===== src/rtl/lcd_value_display_if.sv =====
//------------------------------------------------------------------------------
// Module   : lcd_value_display_if
// Brief    : HD44780 8-bit write-only bus between the display driver and panel.
// Revision : 1.0
//------------------------------------------------------------------------------
`default_nettype none

interface lcd_value_display_if;
    logic       lcd_rs;
    logic       lcd_rw;
    logic       lcd_e;
    logic [7:0] lcd_data;

    modport master (
        output lcd_rs,
        output lcd_rw,
        output lcd_e,
        output lcd_data
    );

    modport slave (
        input  lcd_rs,
        input  lcd_rw,
        input  lcd_e,
        input  lcd_data
    );
endinterface

`default_nettype wire


===== src/rtl/lcd_value_display.sv =====
//------------------------------------------------------------------------------
// Module   : lcd_value_display
// Brief    : Initialises an HD44780 panel and shows a 4-bit value as two digits.
// Revision : 1.0
//------------------------------------------------------------------------------
`default_nettype none

module lcd_value_display #(
    parameter int T_PWRUP = 1500000,
    parameter int T_CMD   = 4000,
    parameter int T_CLR   = 164000,
    parameter int T_SU    = 4,
    parameter int E_HIGH  = 30
) (
    input  logic                       clk,
    input  logic                       rst,
    input  logic [3:0]                 value,
    output logic                       busy,
    lcd_value_display_if.master        lcd
);

    localparam int c_max_a = (T_PWRUP > T_CLR) ? T_PWRUP : T_CLR;
    localparam int c_max_b = (T_CMD > T_SU) ? T_CMD : T_SU;
    localparam int c_max_c = (c_max_b > E_HIGH) ? c_max_b : E_HIGH;
    localparam int c_max   = (c_max_a > c_max_c) ? c_max_a : c_max_c;
    localparam int c_cnt_w = $clog2(c_max + 1);

    localparam logic [c_cnt_w-1:0] c_pwrup_last = c_cnt_w'(T_PWRUP - 1);
    localparam logic [c_cnt_w-1:0] c_su_last    = c_cnt_w'(T_SU - 1);
    localparam logic [c_cnt_w-1:0] c_eh_last    = c_cnt_w'(E_HIGH - 1);
    localparam logic [c_cnt_w-1:0] c_cmd_last   = c_cnt_w'(T_CMD - 1);
    localparam logic [c_cnt_w-1:0] c_clr_last   = c_cnt_w'(T_CLR - 1);

    typedef enum logic [2:0] {
        S_PWRUP = 3'd0,
        S_INIT  = 3'd1,
        S_ADDR  = 3'd2,
        S_TENS  = 3'd3,
        S_ONES  = 3'd4,
        S_IDLE  = 3'd5
    } state_t;

    typedef enum logic [1:0] {
        P_SETUP = 2'd0,
        P_PULSE = 2'd1,
        P_WAIT  = 2'd2
    } phase_t;

    state_t               state_q, state_d;
    phase_t               phase_q, phase_d;
    logic [c_cnt_w-1:0]   cnt_q, cnt_d;
    logic [1:0]           idx_q, idx_d;
    logic [3:0]           shown_q, shown_d;
    logic                 rs_q, rs_d;
    logic [7:0]           data_q, data_d;
    logic                 e_q, e_d;
    logic                 busy_q, busy_d;
    logic                 w_start;
    logic [c_cnt_w-1:0]   w_wait_last;

    // {rs, data} for the byte a given state/step transmits.
    function automatic logic [8:0] f_byte(input state_t s, input logic [1:0] idx,
                                          input logic [3:0] shown);
        logic [3:0] ones;
        ones   = (shown >= 4'd10) ? (shown - 4'd10) : shown;
        f_byte = 9'h000;
        case (s)
            S_INIT: begin
                case (idx)
                    2'd0:    f_byte = {1'b0, 8'h38};
                    2'd1:    f_byte = {1'b0, 8'h0C};
                    2'd2:    f_byte = {1'b0, 8'h01};
                    default: f_byte = {1'b0, 8'h06};
                endcase
            end
            S_ADDR:  f_byte = {1'b0, 8'h80};
            S_TENS:  f_byte = {1'b1, 4'h3, 3'b000, (shown >= 4'd10)};
            S_ONES:  f_byte = {1'b1, 4'h3, ones};
            default: f_byte = 9'h000;
        endcase
    endfunction

    assign w_wait_last = ((state_q == S_INIT) && (idx_q == 2'd2)) ? c_clr_last : c_cmd_last;

    always_comb begin
        state_d = state_q;
        phase_d = phase_q;
        cnt_d   = cnt_q + 1'b1;
        idx_d   = idx_q;
        shown_d = shown_q;
        rs_d    = rs_q;
        data_d  = data_q;
        w_start = 1'b0;

        case (state_q)
            S_PWRUP: begin
                if (cnt_q == c_pwrup_last) begin
                    state_d = S_INIT;
                    idx_d   = 2'd0;
                    w_start = 1'b1;
                end
            end
            S_IDLE: begin
                cnt_d = '0;
                if (value != shown_q) begin
                    state_d = S_ADDR;
                    shown_d = value;
                    w_start = 1'b1;
                end
            end
            default: begin
                case (phase_q)
                    P_SETUP: begin
                        if (cnt_q == c_su_last) begin
                            phase_d = P_PULSE;
                            cnt_d   = '0;
                        end
                    end
                    P_PULSE: begin
                        if (cnt_q == c_eh_last) begin
                            phase_d = P_WAIT;
                            cnt_d   = '0;
                        end
                    end
                    default: begin
                        if (cnt_q == w_wait_last) begin
                            w_start = 1'b1;
                            case (state_q)
                                S_INIT: begin
                                    if (idx_q == 2'd3) begin
                                        // First update always happens, so latch here too.
                                        state_d = S_ADDR;
                                        shown_d = value;
                                    end else begin
                                        idx_d = idx_q + 2'd1;
                                    end
                                end
                                S_ADDR:  state_d = S_TENS;
                                S_TENS:  state_d = S_ONES;
                                default: begin
                                    state_d = S_IDLE;
                                    w_start = 1'b0;
                                    rs_d    = 1'b0;
                                    cnt_d   = '0;
                                end
                            endcase
                        end
                    end
                endcase
            end
        endcase

        if (w_start) begin
            phase_d          = P_SETUP;
            cnt_d            = '0;
            {rs_d, data_d}   = f_byte(state_d, idx_d, shown_d);
        end

        e_d    = (phase_d == P_PULSE) && (state_d != S_PWRUP) && (state_d != S_IDLE);
        busy_d = (state_d != S_IDLE);
    end

    always_ff @(posedge clk) begin
        if (rst) begin
            state_q <= S_PWRUP;
            phase_q <= P_SETUP;
            cnt_q   <= '0;
            idx_q   <= 2'd0;
            shown_q <= 4'd0;
            rs_q    <= 1'b0;
            data_q  <= 8'h00;
            e_q     <= 1'b0;
            busy_q  <= 1'b1;
        end else begin
            state_q <= state_d;
            phase_q <= phase_d;
            cnt_q   <= cnt_d;
            idx_q   <= idx_d;
            shown_q <= shown_d;
            rs_q    <= rs_d;
            data_q  <= data_d;
            e_q     <= e_d;
            busy_q  <= busy_d;
        end
    end

    assign lcd.lcd_rs   = rs_q;
    assign lcd.lcd_rw   = 1'b0;
    assign lcd.lcd_e    = e_q;
    assign lcd.lcd_data = data_q;
    assign busy         = busy_q;

endmodule

`default_nettype wire

===== src/flat_wrapper.sv =====
// flat-port wrapper written by rule: the top's interface ports become plain ports
module lcd_value_display_flat 
#(
    parameter int T_PWRUP = 1500000,
    parameter int T_CMD   = 4000,
    parameter int T_CLR   = 164000,
    parameter int T_SU    = 4,
    parameter int E_HIGH  = 30
)
  (clk, rst, value, busy, lcd_lcd_rs, lcd_lcd_rw, lcd_lcd_e, lcd_lcd_data);
  lcd_value_display_if lcd_i ();
  input  logic clk;
  input  logic rst;
  input  logic [3:0] value;
  output logic busy;
  output wire logic [$bits(lcd_i.lcd_rs)-1:0] lcd_lcd_rs;
  output wire logic [$bits(lcd_i.lcd_rw)-1:0] lcd_lcd_rw;
  output wire logic [$bits(lcd_i.lcd_e)-1:0] lcd_lcd_e;
  output wire logic [$bits(lcd_i.lcd_data)-1:0] lcd_lcd_data;
  assign lcd_lcd_rs = lcd_i.lcd_rs;
  assign lcd_lcd_rw = lcd_i.lcd_rw;
  assign lcd_lcd_e = lcd_i.lcd_e;
  assign lcd_lcd_data = lcd_i.lcd_data;
  lcd_value_display #(.T_PWRUP(T_PWRUP), .T_CMD(T_CMD), .T_CLR(T_CLR), .T_SU(T_SU), .E_HIGH(E_HIGH)) u_core (.clk(clk), .rst(rst), .value(value), .busy(busy), .lcd(lcd_i));
endmodule

===== config.mk =====
export PLATFORM = sky130hd
export DESIGN_NAME = lcd_value_display_flat
export DESIGN_NICKNAME = d
export VERILOG_FILES = /design/src/rtl/lcd_value_display_if.sv /design/src/rtl/lcd_value_display.sv /design/src/flat_wrapper.sv
export SDC_FILE = /design/constraint.sdc
export NUM_CORES = 1
export LEC_CHECK = 0
export ABC_AREA = 0
export CORE_ASPECT_RATIO = 1.2
export CORE_MARGIN = 1
export CORE_UTILIZATION = 25
export DETAILED_ROUTE_END_ITERATION = 7
export REMOVE_ABC_BUFFERS = 1
export SYNTH_ARGS = -nofsm -noshare
export SYNTH_HDL_FRONTEND = slang
export SYNTH_SLANG_ARGS = --single-unit

===== constraint.sdc =====
create_clock -name clk -period 3.82 [get_ports clk]
set_clock_uncertainty 0.1 [all_clocks]
set_input_delay 0.764 -clock clk [delete_from_list [all_inputs] [get_ports clk]]
set_output_delay 0.764 -clock clk [all_outputs]
set_load 0.01 [all_outputs]

# After elaboration in Yosys (flattened, before gate mapping)
# Index checks and enable logic that the tools add are counted.
# op_classes
eq_ne	23
n_mux	45
n_lt_le_gt_ge	1
n_reduce_logical	13
addsub	3
# op_table
cell	n
21-bit two-way mux	4
21-bit one-hot mux with 2 select lines	2
9-bit one-hot mux with 4 select lines	1
4-bit two-way mux	6
21-bit by 1-bit adder with 21-bit output (second input constant)	1
21-bit by 2-bit equality test with 1-bit output (second input constant)	1
21-bit equality test	1
21-bit equality test (second input constant)	1
21-bit by 5-bit equality test with 1-bit output (second input constant)	1
18-bit two-way mux	1
2-bit two-way mux	9
6-bit one-hot mux with 3 select lines	1
3-bit two-way mux	5
3-bit by 2-bit equality test with 1-bit output (second input constant)	4
1-bit two-way mux	10
3-bit one-hot mux with 3 select lines	1
2-bit one-hot mux with 2 select lines	2
4-bit one-hot mux with 2 select lines	1
2-bit by 1-bit equality test with 1-bit output (second input constant)	3
2-bit equality test (second input constant)	3
3-bit by 1-bit equality test with 1-bit output (second input constant)	2
3-bit equality test (second input constant)	2
2-bit by 1-bit inequality test with 1-bit output (second input constant)	3
3-bit one-hot mux with 2 select lines	1
other kinds (14)	19
# word_totals
elab_cells	94
output_inout_bits	12
input_bits	6
ff_bits	43

# Logic depth before layout (Yosys ltp)
# Gate-level depths: netlist of the first run.
# logic_depth
ltp_word	11
mapped_depth	10
mapped_depth_nobuf	9

# Worst setup path after synthesis of the first run
# Ideal clock, no wire load.
# synth_timing
kind	register -> register
startpoint	register u_core.state_q[2]
endpoint	register u_core.data_q[0] (netlist: u_core.lcd.lcd_data[0])
path_slack_ns	1.308
t_arrival_ns	2.278
t_required_ns	3.586
n_path_buf	1
path_stages_with_launch	9
setup_ns	0.134
synth_period_minus_slack_ns	2.512
path_cell_list	dfxtp_1 buf_6 or3b_4 o211a_4 o2111a_1 a221oi_2 a21bo_2 o211ai_1 o221ai_1
# synth_via
elab_chain_len	10
word_cells_on_any_way	40
cone_classes	add/sub: 1; order compare: 1; eq/ne: 11; mux: 23; reduce/logical: 4
# synth_rtl
element	line_no	source
from (decl)	lcd_value_display.sv:49	state_t state_q, state_d;
from (signal assigned)	lcd_value_display.sv:175	state_q <= state_d;
3-bit by 1-bit equality test with 1-bit output	lcd_value_display.sv:83, lcd_value_display.sv:128	
1-bit logical AND	lcd_value_display.sv:83	assign w_wait_last = ((state_q == S_INIT) && (idx_q == 2'd2)) ? c_clr_last : c_cmd_last;
18-bit two-way mux	lcd_value_display.sv:83	
21-bit equality test	lcd_value_display.sv:126	if (cnt_q == w_wait_last) begin
4-bit two-way mux or 2-bit two-way mux (tied branches)	lcd_value_display.sv:126	
4-bit two-way mux or 2-bit two-way mux (tied branches)	lcd_value_display.sv:112	case (phase_q)
4-bit one-hot mux with 2 select lines or 2-bit one-hot mux with 2 select lines (tied branches)	lcd_value_display.sv:95	case (state_q)
4-bit subtractor, or another cell as far along	lcd_value_display.sv:65	ones = (shown >= 4'd10) ? (shown - 4'd10) : shown;
4-bit two-way mux or 6-bit one-hot mux with 3 select lines (tied branches)	lcd_value_display.sv:65, lcd_value_display.sv:69	
9-bit one-hot mux with 4 select lines	lcd_value_display.sv:67	case (s)
to (signal assigned)	lcd_value_display.sv:181	data_q <= data_d;
to (decl)	lcd_value_display.sv:55	logic [7:0] data_q, data_d;
# Several ways; a longest one is shown, not always the timed one.
# A chain may end at the register's enable or synchronous reset.

# Worst setup path after layout of the first run
# layout_timing
startpoint	input port value[3]
endpoint	register u_core.cnt_q[8]
# layout_via
elab_chain_len	4
# layout_rtl
element	line_no	source
from (decl)	flat_wrapper.sv:14	input logic [3:0] value;
4-bit inequality test	lcd_value_display.sv:105	if (value != shown_q) begin
1-bit two-way mux	lcd_value_display.sv:105	
1-bit one-hot mux with 2 select lines	lcd_value_display.sv:95	
2-bit OR reduction (no line)	--	
to (signal assigned)	lcd_value_display.sv:177	cnt_q <= cnt_d;
to (decl)	lcd_value_display.sv:51	logic [c_cnt_w-1:0] cnt_q, cnt_d;
# No other way between the ends.

==> summary.md, run 1 <==
| Metric | Value |
|---|---|
| RSZ-0062 raised after global routing | `no` |
| Post-synth EDFFs | `0` |
| Mapped Area | `2350 um2` |
| Setup bufs post-CTS | `0` |
| Crit path cell chain | `clkdlybuf4s50_1 -> xor2_1 -> nor4_1 -> or3_1 -> o211a_1 -> nor2b_1 -> nand2_1 -> buf_4 -> nor2_1` |
| Total GRT Usage | `0.113` |
| Port Buffer Count | `15` |
| Top cells by area, synth | `dfxtp_1, nor2_1, xor2_1` |
| Die height | `108 um` |
| Distinct cell type count after synthesis | `62` |
| Status | `completed` |
| Rel. slew slack | `0.581` |
| CTS tree | `built` |
| CTS H-tree lvls | `2` |
| TritonCTS Sinks | `41` |
| Leakage | `0.889 nW` |
| Hold crit path type | `reg2reg` |
| Seq cells post-synth | `41` |
| TNS Setup | `0 ps` |
| First-pass GRT wire length | `9020 um` |
| Count of final setup violators | `0` |
| Drt first pass iters | `4` |
| Worst-Margin Slew | `627 ps` |
| Via count | `2012` |
| Max Fanout on Critical Path | `21` |
| Post-DR wirelength/cell | `12.6 um` |
| Final nets | `300` |
| Hold Buf Count CTS | `0` |
| Most common cell in the synthesized netlist | `nor2_1` |
| Crit end category | `flop` |
| Post-DR vias/cell | `4.87` |
| Avg Cell Area, Syn | `8.41 um2` |
| Num CTS Buffers | `5` |
| Remaining global-route overflow | `0` |
| Post-Syn Instances | `280` |
| Fin. max-slew vios | `0` |
| Asr flop ratio synth | `0` |
| Largest area contributor in the netlist | `dfxtp_1` |
| Antenna violations before repair | `0` |
| Synth warn | `0` |
| Setup ws final | `792 ps` |
| Routed Antenna Nets | `0` |
| Startpoint types | `primary input` |
| Max VDD drop | `109 uV` |
| Drt initial violations | `77` |
| Dpl ws | `501 ps` |
| CP required | `3950 ps` |
| Layout cells sized above 1 | `0.0785` |
| Final hold vios | `0` |
| WL final | `5210 um` |
| Clk Latency, worst-skew pair | `290 ps` |
| Clock slew at reported path FFs | `80 ps` |
| Sequential fraction of the synthesis area | `0.349` |
| # diodes | `0` |
| Routability cong. | `0.845` |
| Root Buffer Master | `clkbuf_8` |
| Number of global-route vias before repair | `1904` |
| Storage cell area | `821 um2` |
| Max Fclk | `330 MHz` |
| Pwr/cell area | `304 nW/um2` |
| Placed instance count | `405` |
| Crit path largest cell delay | `510 ps` |
| Largest net degree at the start of global routing | `22` |
| Detailed-placement wirelength estimate | `3900 um` |
| Area share of the largest cell type after synthesis | `0.349` |
| Core Box Area | `9080 um2` |
| Die ar. | `9810 um2` |
| Initial Utilization | `0.259` |
| Slowest cell on the critical path | `clkdlybuf4s50_1` |
| Area Growth Syn to Fin | `15.1%` |
| Type of the worst setup path | `in2reg` |
| DRC | `0` |
| Min Tclk post-route | `3030 ps` |
| Max Root-Sink Buffers | `2` |
| Total Power | `824 uW` |
| Top Ports | `18` |
| Max-cap violations | `0` |
| Worst EP arrival | `3160 ps` |
| Die X-Extent | `90.6 um` |
| Fill cells | `958` |
| Final period utilization | `0.793` |
| Num rows | `38` |
| Multi-input gate area | `1430 um2` |
| Main synth FF type | `dfxtp_1` |
| Cell Count, Final, Fillers Out | `413` |
| Commonest cells post-synth | `nor2_1, dfxtp_1, nand2_1` |
| Post-CTS Resized | `0` |
## worst paths after layout
check             slack, ps              start          endpoint  depth (start not counted)
hold reg to reg         380    u_core.cnt_q[0]   u_core.cnt_q[0]                          1
setup / recovery        790           value[3]   u_core.cnt_q[8]                          9
setup reg to reg        860  u_core.state_q[0]  u_core.lcd.lcd_e                          7
hold / removal          380    u_core.cnt_q[0]   u_core.cnt_q[0]                          1
## cells by family (layout without fill, tap and decap cells)
logic type	after synthesis	after routing	share of synthesized area
flops	41	41	0.349
fa+ha+maj	2	2	0.0106
buf+inv	21	33	0.0462
simple gates	135	135	0.296
xor+xnor	24	24	0.0893
other cells	1	2	0.00159
mux	8	8	0.0345
compound gates	48	48	0.173
## layout by cell type, fill, tap and decap left out, types with 2 or more instances in the layout
cell type and count:
conb_1 2, ha_1 2, dfxtp_1 41, buf_4 2, o221ai_1 2, inv_1 7
o21ai_0 4, nand4_1 4, a22oi_1 2, a221oi_1 4, nand2b_1 6, o211ai_1 2
a21oi_1 9, and2_1 5, and4_1 7, nor3_1 6, nor2b_1 2, nor4_1 4
nor2_1 51, xnor2_1 9, nand2_1 21, a32oi_1 4, or3_1 2, mux2i_1 7
o22ai_1 2, and3_1 4, nand3_1 13, clkbuf_8 6, xor2_1 15, clkdlybuf4s50_1 15
## metal layers
metal | global-route usage | routed length, um | vias to the layer above
met5 | 0 | 0 | -
met1 | 0.141 | 2430 | 934
met3 | 0.0253 | 212 | 9
li1 | - | - | 1025
met4 | 0.0426 | 80 | 0
met2 | 0.189 | 2480 | 44
## final cells by class
type / instances / share of cell area
inverter: 8 / 0.0111
clock buffer: 7 / 0.0318
timing repair buffer: 17 / 0.0609
multi-input combinational: 219 / 0.527
tap: 120 / 0.0554
sequential: 41 / 0.303
clock inverter: 1 / 0.0111
## critical path: cells and delay by family
family,cells,cell delay [ps]
buffers and inverters,2,730
and+or+nand+nor,5,1120
xor gates and xnor gates,1,200
AOI/OAI and AO/OA,1,350
## registers in the layout (all words and copies together) (netlist names)
signal	cells
u_core.shown_q	4
u_core.phase_q	2
u_core.cnt_q	21
u_core.busy	1
u_core.lcd.lcd_e	1
u_core.lcd.lcd_rs	1
u_core.lcd.lcd_data	6
u_core.state_q	3
u_core.idx_q	2
## power by group
group | internal [mW] | switching (mW) | total (mW)
logic | 0.0119 | 0.0174 | 0.0293
clock network | 0.213 | 0.149 | 0.362
registers | 0.430 | 0.00325 | 0.433
total | 0.655 | 0.170 | 0.824
## per-stage QoR
stage	util	cell area, um2	hold slack [ps]
2_1_floorplan	-	2280	345
3_3_place_gp	0.286	2590	361
3_5_place_dp	0.286	2590	364
4_1_cts	0.299	2710	385
5_1_grt	0.299	2710	408
6_report	0.299	2710	384
No activity file was read; power rests on OpenSTA's default activity.
==> run 2, diff against run 1 <==
==> constraint.sdc (replaced) <==
create_clock -name clk -period 2.9 [get_ports clk]
set_clock_uncertainty 0.1 [all_clocks]
set_input_delay 0.58 -clock clk [delete_from_list [all_inputs] [get_ports clk]]
set_output_delay 0.58 -clock clk [all_outputs]
set_load 0.01 [all_outputs]
==> summary.md, run 2 (synthesis results as in run 1) <==
| Metric | Value |
|---|---|
| Status | `completed` |
| Post-DR wirelength/cell | `12.7 um` |
| Final period utilization | `0.943` |
| Max-cap violations | `0` |
| Worst Path Buf+Inv | `0` |
| Max reg flops | `21` |
| Routed Antenna Nets | `0` |
| Setup bufs post-CTS | `0` |
| Die X-Extent | `90.6 um` |
| Min Tclk post-route | `2740 ps` |
| RR Startpoint | `u_core.cnt_q[9]` |
| Num rows | `38` |
| Fill cells | `943` |
| Commonest non-fill, non-tap cell in the layout | `nor2_1` |
| Storage cell area | `821 um2` |
| RSZ-0062 raised after global routing | `no` |
| Root Buffer Master | `clkbuf_8` |
| Max Fanout on Critical Path | `7` |
| Clk Latency, worst-skew pair | `290 ps` |
| Drt initial violations | `45` |
| CTS tree | `built` |
| Via count | `2068` |
| TNS Setup | `0 ps` |
| Layout cells sized above 1 | `0.118` |
| Die ar. | `9810 um2` |
| Total GRT Usage | `0.116` |
| Worst EP arrival | `2820 ps` |
| Biggest register | `u_core.cnt_q` |
| Fin. max-slew vios | `0` |
| First-pass GRT wire length | `9290 um` |
| Drt first pass iters | `4` |
| Crit end category | `flop` |
| Worst-Margin Slew | `534 ps` |
| Area Growth Syn to Fin | `18.7%` |
| Min-Delay Startpoint | `u_core.lcd.lcd_data[5]` |
| Largest net degree at the start of global routing | `22` |
| Routability cong. | `0.853` |
| Core Box Area | `9080 um2` |
| RR Endpoint | `u_core.lcd.lcd_data[1]` |
| Rel. slew slack | `0.642` |
| Type of the worst setup path | `reg2reg` |
| Crit path cell chain | `or4_4 -> nor4_4 -> o211ai_4 -> o31a_1 -> a21oi_1 -> nand2_1 -> o41ai_2` |
| TritonCTS Sinks | `41` |
| Num CTS Buffers | `5` |
| Slowest cell on the critical path | `or4_4` |
| Most frequent cells in the layout | `nor2_1, dfxtp_1, nand2_1` |
| Flop2flop setup slack | `160 ps` |
| CTS H-tree lvls | `2` |
| Max VDD drop | `147 uV` |
| R2R cell count | `7` |
| Crit path largest cell delay | `540 ps` |
| Count of final setup violators | `0` |
| Remaining global-route overflow | `0` |
| Die height | `108 um` |
| Clock slew at reported path FFs | `80 ps` |
| Multi-input gate area | `1440 um2` |
| Final hold vios | `0` |
| Hold crit path type | `reg2reg` |
| Startpoint types | `flop` |
| Total Power | `983 uW` |
| DRC | `0` |
| Port Buffer Count | `15` |
| Crit path max-delay family | `compound AO/OA/AOI/OAI gates` |
| Leakage | `0.940 nW` |
| WL final | `5410 um` |
| Worst Hold End | `u_core.lcd.lcd_data[5]` |
| Max Fclk | `366 MHz` |
| Initial Utilization | `0.259` |
| Pwr/cell area | `352 nW/um2` |
| Hold Path Stages | `2` |
| Antenna violations before repair | `0` |
| Final nets | `313` |
| Post-DR vias/cell | `4.85` |
| Top Ports | `18` |
| Detailed-placement wirelength estimate | `4120 um` |
| CP required | `2990 ps` |
| Number of global-route vias before repair | `2022` |
| Max Root-Sink Buffers | `2` |
| # diodes | `0` |
==> run 2: metrics by stage <==
step / cell area [um2] / std cells / utilization / hold slack, ps / setup slack (ps)
floorplan: 2280 / 268 / - / 345 / 285
global placement: 2710 / 418 / 0.298 / 363 / 103
detailed placement: 2710 / 418 / 0.298 / 375 / 41.8
CTS: 2790 / 426 / 0.307 / 386 / 178
global route: 2800 / 426 / 0.308 / 408 / 44.7
finish: 2800 / 426 / 0.308 / 381 / 165
==> run 2: how the worst max path moves through the flow <==
stage | endpoint | depth (start not counted) | startpoint | slack [ps]
2_1_floorplan | u_core.cnt_q[10] | 7 | u_core.state_q[0] | 280
3_3_place_gp | u_core.lcd.lcd_rs | 8 | value[3] | 100
3_5_place_dp | u_core.cnt_q[2] | 9 | value[3] | 40
4_1_cts | u_core.lcd.lcd_data[1] | 7 | u_core.cnt_q[9] | 180
5_1_grt | u_core.lcd.lcd_rs | 7 | u_core.cnt_q[9] | 40
6_report | u_core.lcd.lcd_data[1] | 7 | u_core.cnt_q[9] | 160
==> run 2: routing by layer <==
| layer | part of all wire | wire length, um | GRT usage |
|---|---|---|---|
| met2 | 0.49 | 2650 | 0.202 |
| met3 | 0.031 | 170 | 0.0274 |
| met1 | 0.46 | 2470 | 0.139 |
| met4 | 0.021 | 113 | 0.0426 |
| met5 | 0 | 0 | 0 |
==> run 2: layout make-up <==
class	instances	area share
inverters	8	0.0107
repair buffers	30	0.0985
well taps	120	0.0537
multi-input cells	219	0.513
flip-flops and latches	41	0.294
clock inverters	1	0.00269
clock buffers	7	0.0273
==> run 2: timing repair <==
item,4_1_cts,5_1_grt
gates resized for setup,0,1
hold endpoints to repair,0,0
setup endpoints to repair,0,5
hold buffers,0,0
==> run 2: power by group <==
group          internal, mW  switching [mW]  total [mW]
sequential            0.566         0.00440       0.570
clock                 0.170           0.196       0.367
combinational        0.0209          0.0246      0.0455
total                 0.757           0.225       0.983
==> run 2: tightest hold or removal path, delay by kind of cell, from the launching register on <==
kind	cells	cell delay [ps]
AOI/OAI and AO/OA	1	60
DFF	1	320
buffers and inverters	1	50
==> run 3, diff against run 2 <==
--- a/config.mk
+++ b/config.mk
@@ -6,11 +6,13 @@
 export NUM_CORES = 1
 export LEC_CHECK = 0
 export ABC_AREA = 0
+export CELL_PAD_IN_SITES_DETAIL_PLACEMENT = 0
+export CELL_PAD_IN_SITES_GLOBAL_PLACEMENT = 1
 export CORE_ASPECT_RATIO = 1.2
 export CORE_MARGIN = 1
 export CORE_UTILIZATION = 25
 export DETAILED_ROUTE_END_ITERATION = 7
-export REMOVE_ABC_BUFFERS = 1
+export PLACE_DENSITY_LB_ADDON = 0.1
 export SYNTH_ARGS = -nofsm -noshare
 export SYNTH_HDL_FRONTEND = slang
 export SYNTH_SLANG_ARGS = --single-unit
==> summary.md, run 3 (synthesis results as in run 1) <==
| Metric | Value |
|---|---|
| Status | `completed` |
| Min Hold Slack | `389 ps` |
| GRT Max-Usage Layer | `met2` |
| Die height | `108 um` |
| Num rows | `38` |
| Pwr/cell area | `379 nW/um2` |
| Crit path max-delay family | `buffers and inverters` |
| Most frequent CP cell | `buf_4` |
| Largest net degree at the start of global routing | `22` |
| Via count | `2085` |
| TritonCTS Sinks | `41` |
| Max VDD drop | `208 uV` |
| Post-DR wirelength/cell | `14.5 um` |
| WL final | `6370 um` |
| Met1 Use GR | `0.168` |
| TNS Setup | `0 ps` |
| Max reg flops | `21` |
| Total Power | `1.11 mW` |
| Layout cells sized above 1 | `0.159` |
| Core Box Area | `9080 um2` |
| Startpoint types | `primary input` |
| Worst Path Buf+Inv | `4` |
| Number of global-route vias before repair | `2066` |
| Dpl ws | `-228 ps` |
| Remaining global-route overflow | `0` |
| Final hold vios | `0` |
| CP required | `3000 ps` |
| R2R cell count | `8` |
| Port Buffer Count | `15` |
| CP Depth | `10` |
| Biggest register | `u_core.cnt_q` |
| Crit path cell chain | `clkdlybuf4s50_1 -> xor2_1 -> nor4_1 -> buf_4 -> or3_1 -> o211a_1 -> buf_4 -> nor2_1 -> inv_1 -> o41ai_2` |
| Met2 usage | `0.252` |
| Crit path largest cell delay | `510 ps` |
| Routability cong. | `0.714` |
| Max Root-Sink Buffers | `2` |
| Crit end category | `flop` |
| Total GRT Usage | `0.138` |
| Top Ports | `18` |
| Min Tclk post-route | `2690 ps` |
| Count of final setup violators | `0` |
| CTS H-tree lvls | `2` |
| Hold crit path type | `reg2reg` |
| Max-cap violations | `0` |
| Fin. max-slew vios | `0` |
| Setup ws final | `206 ps` |
| Slowest cell on the critical path | `clkdlybuf4s50_1` |
| Worst EP arrival | `2800 ps` |
| Area Growth Syn to Fin | `24.5%` |
| Clk Latency, worst-skew pair | `300 ps` |
| Max Fanout on Critical Path | `6` |
| CTS tree | `built` |
| Leakage | `1.03 nW` |
| Initial Utilization | `0.259` |
| First-pass GRT wire length | `10600 um` |
| Root Buffer Master | `clkbuf_8` |
| Num CTS Buffers | `5` |
| Drt first pass iters | `4` |
| Die X-Extent | `90.6 um` |
| Post-DR vias/cell | `4.74` |
| Fill cells | `997` |
| Global routing usage on met3 | `0.0204` |
| Type of the worst setup path | `in2reg` |
| Detailed-placement wirelength estimate | `4870 um` |
| Clock slew at reported path FFs | `80 ps` |
| Max Fclk | `371 MHz` |
| Die ar. | `9810 um2` |
| Routed Antenna Nets | `0` |
| RSZ-0062 raised after global routing | `no` |
| Commonest non-fill, non-tap cell in the layout | `nor2_1` |
| # diodes | `0` |
| DRC | `0` |
| Most frequent cells in the layout | `nor2_1, dfxtp_1, buf_4` |
| Hold Path Stages | `2` |
| Final period utilization | `0.929` |
| Final nets | `327` |
| Antenna violations before repair | `0` |
| Drt initial violations | `50` |
==> run 3: path summary, 6_finish.rpt <==
| path | startpoint | endpoint | slack (ps) |
|---|---|---|---|
| min | u_core.lcd.lcd_data[5] | u_core.lcd.lcd_data[5] | 390 |
| max | value[3] | u_core.lcd.lcd_data[1] | 210 |
| min reg2reg | u_core.lcd.lcd_data[5] | u_core.lcd.lcd_data[5] | 390 |
| max reg2reg | u_core.cnt_q[1] | u_core.lcd.lcd_e | 270 |
==> run 3: report_power, final <==
group	switching [mW]	total, mW	internal (mW)
Combinational	0.0261	0.0493	0.0232
Clock	0.212	0.493	0.281
Sequential	0.00363	0.570	0.566
Total	0.242	1.11	0.870
==> run 3: repair_timing <==
action | 4_1_cts | 5_1_grt
gates resized for setup | 0 | 1
buffers inserted | 0 | 0
hold buffers | 0 | 0
setup endpoints to repair | 0 | 3
==> run 3: layer usage <==
layer | vias up | share of wire
met5 | - | 0
met4 | 0 | 0.0097
met3 | 7 | 0.027
met2 | 26 | 0.50
met1 | 969 | 0.46
li1 | 1083 | -
==> run 3: layout make-up <==
cell class | count | area, um2 | share of cell area
clock buffers | 7 | 86.3 | 0.0294
repair buffers | 44 | 380 | 0.130
multi-input cells | 219 | 1440 | 0.489
flip-flops and latches | 41 | 821 | 0.280
well taps | 120 | 150 | 0.0512
inverters | 8 | 30.0 | 0.0102
clock inverters | 1 | 30.0 | 0.0102
==> run 3: through the flow <==
stage	cells	util	instance area (um2)
global route	440	0.323	2930
CTS	440	0.322	2930
floorplan	281	-	2360
detailed placement	432	0.309	2810
global placement	432	0.309	2810
finish	440	0.323	2930
==> run 3: tightest hold or removal path, stage by stage (launching register included) <==
cell	delay [ps]
dfxtp_1	330
inv_1	50
a221oi_1	60
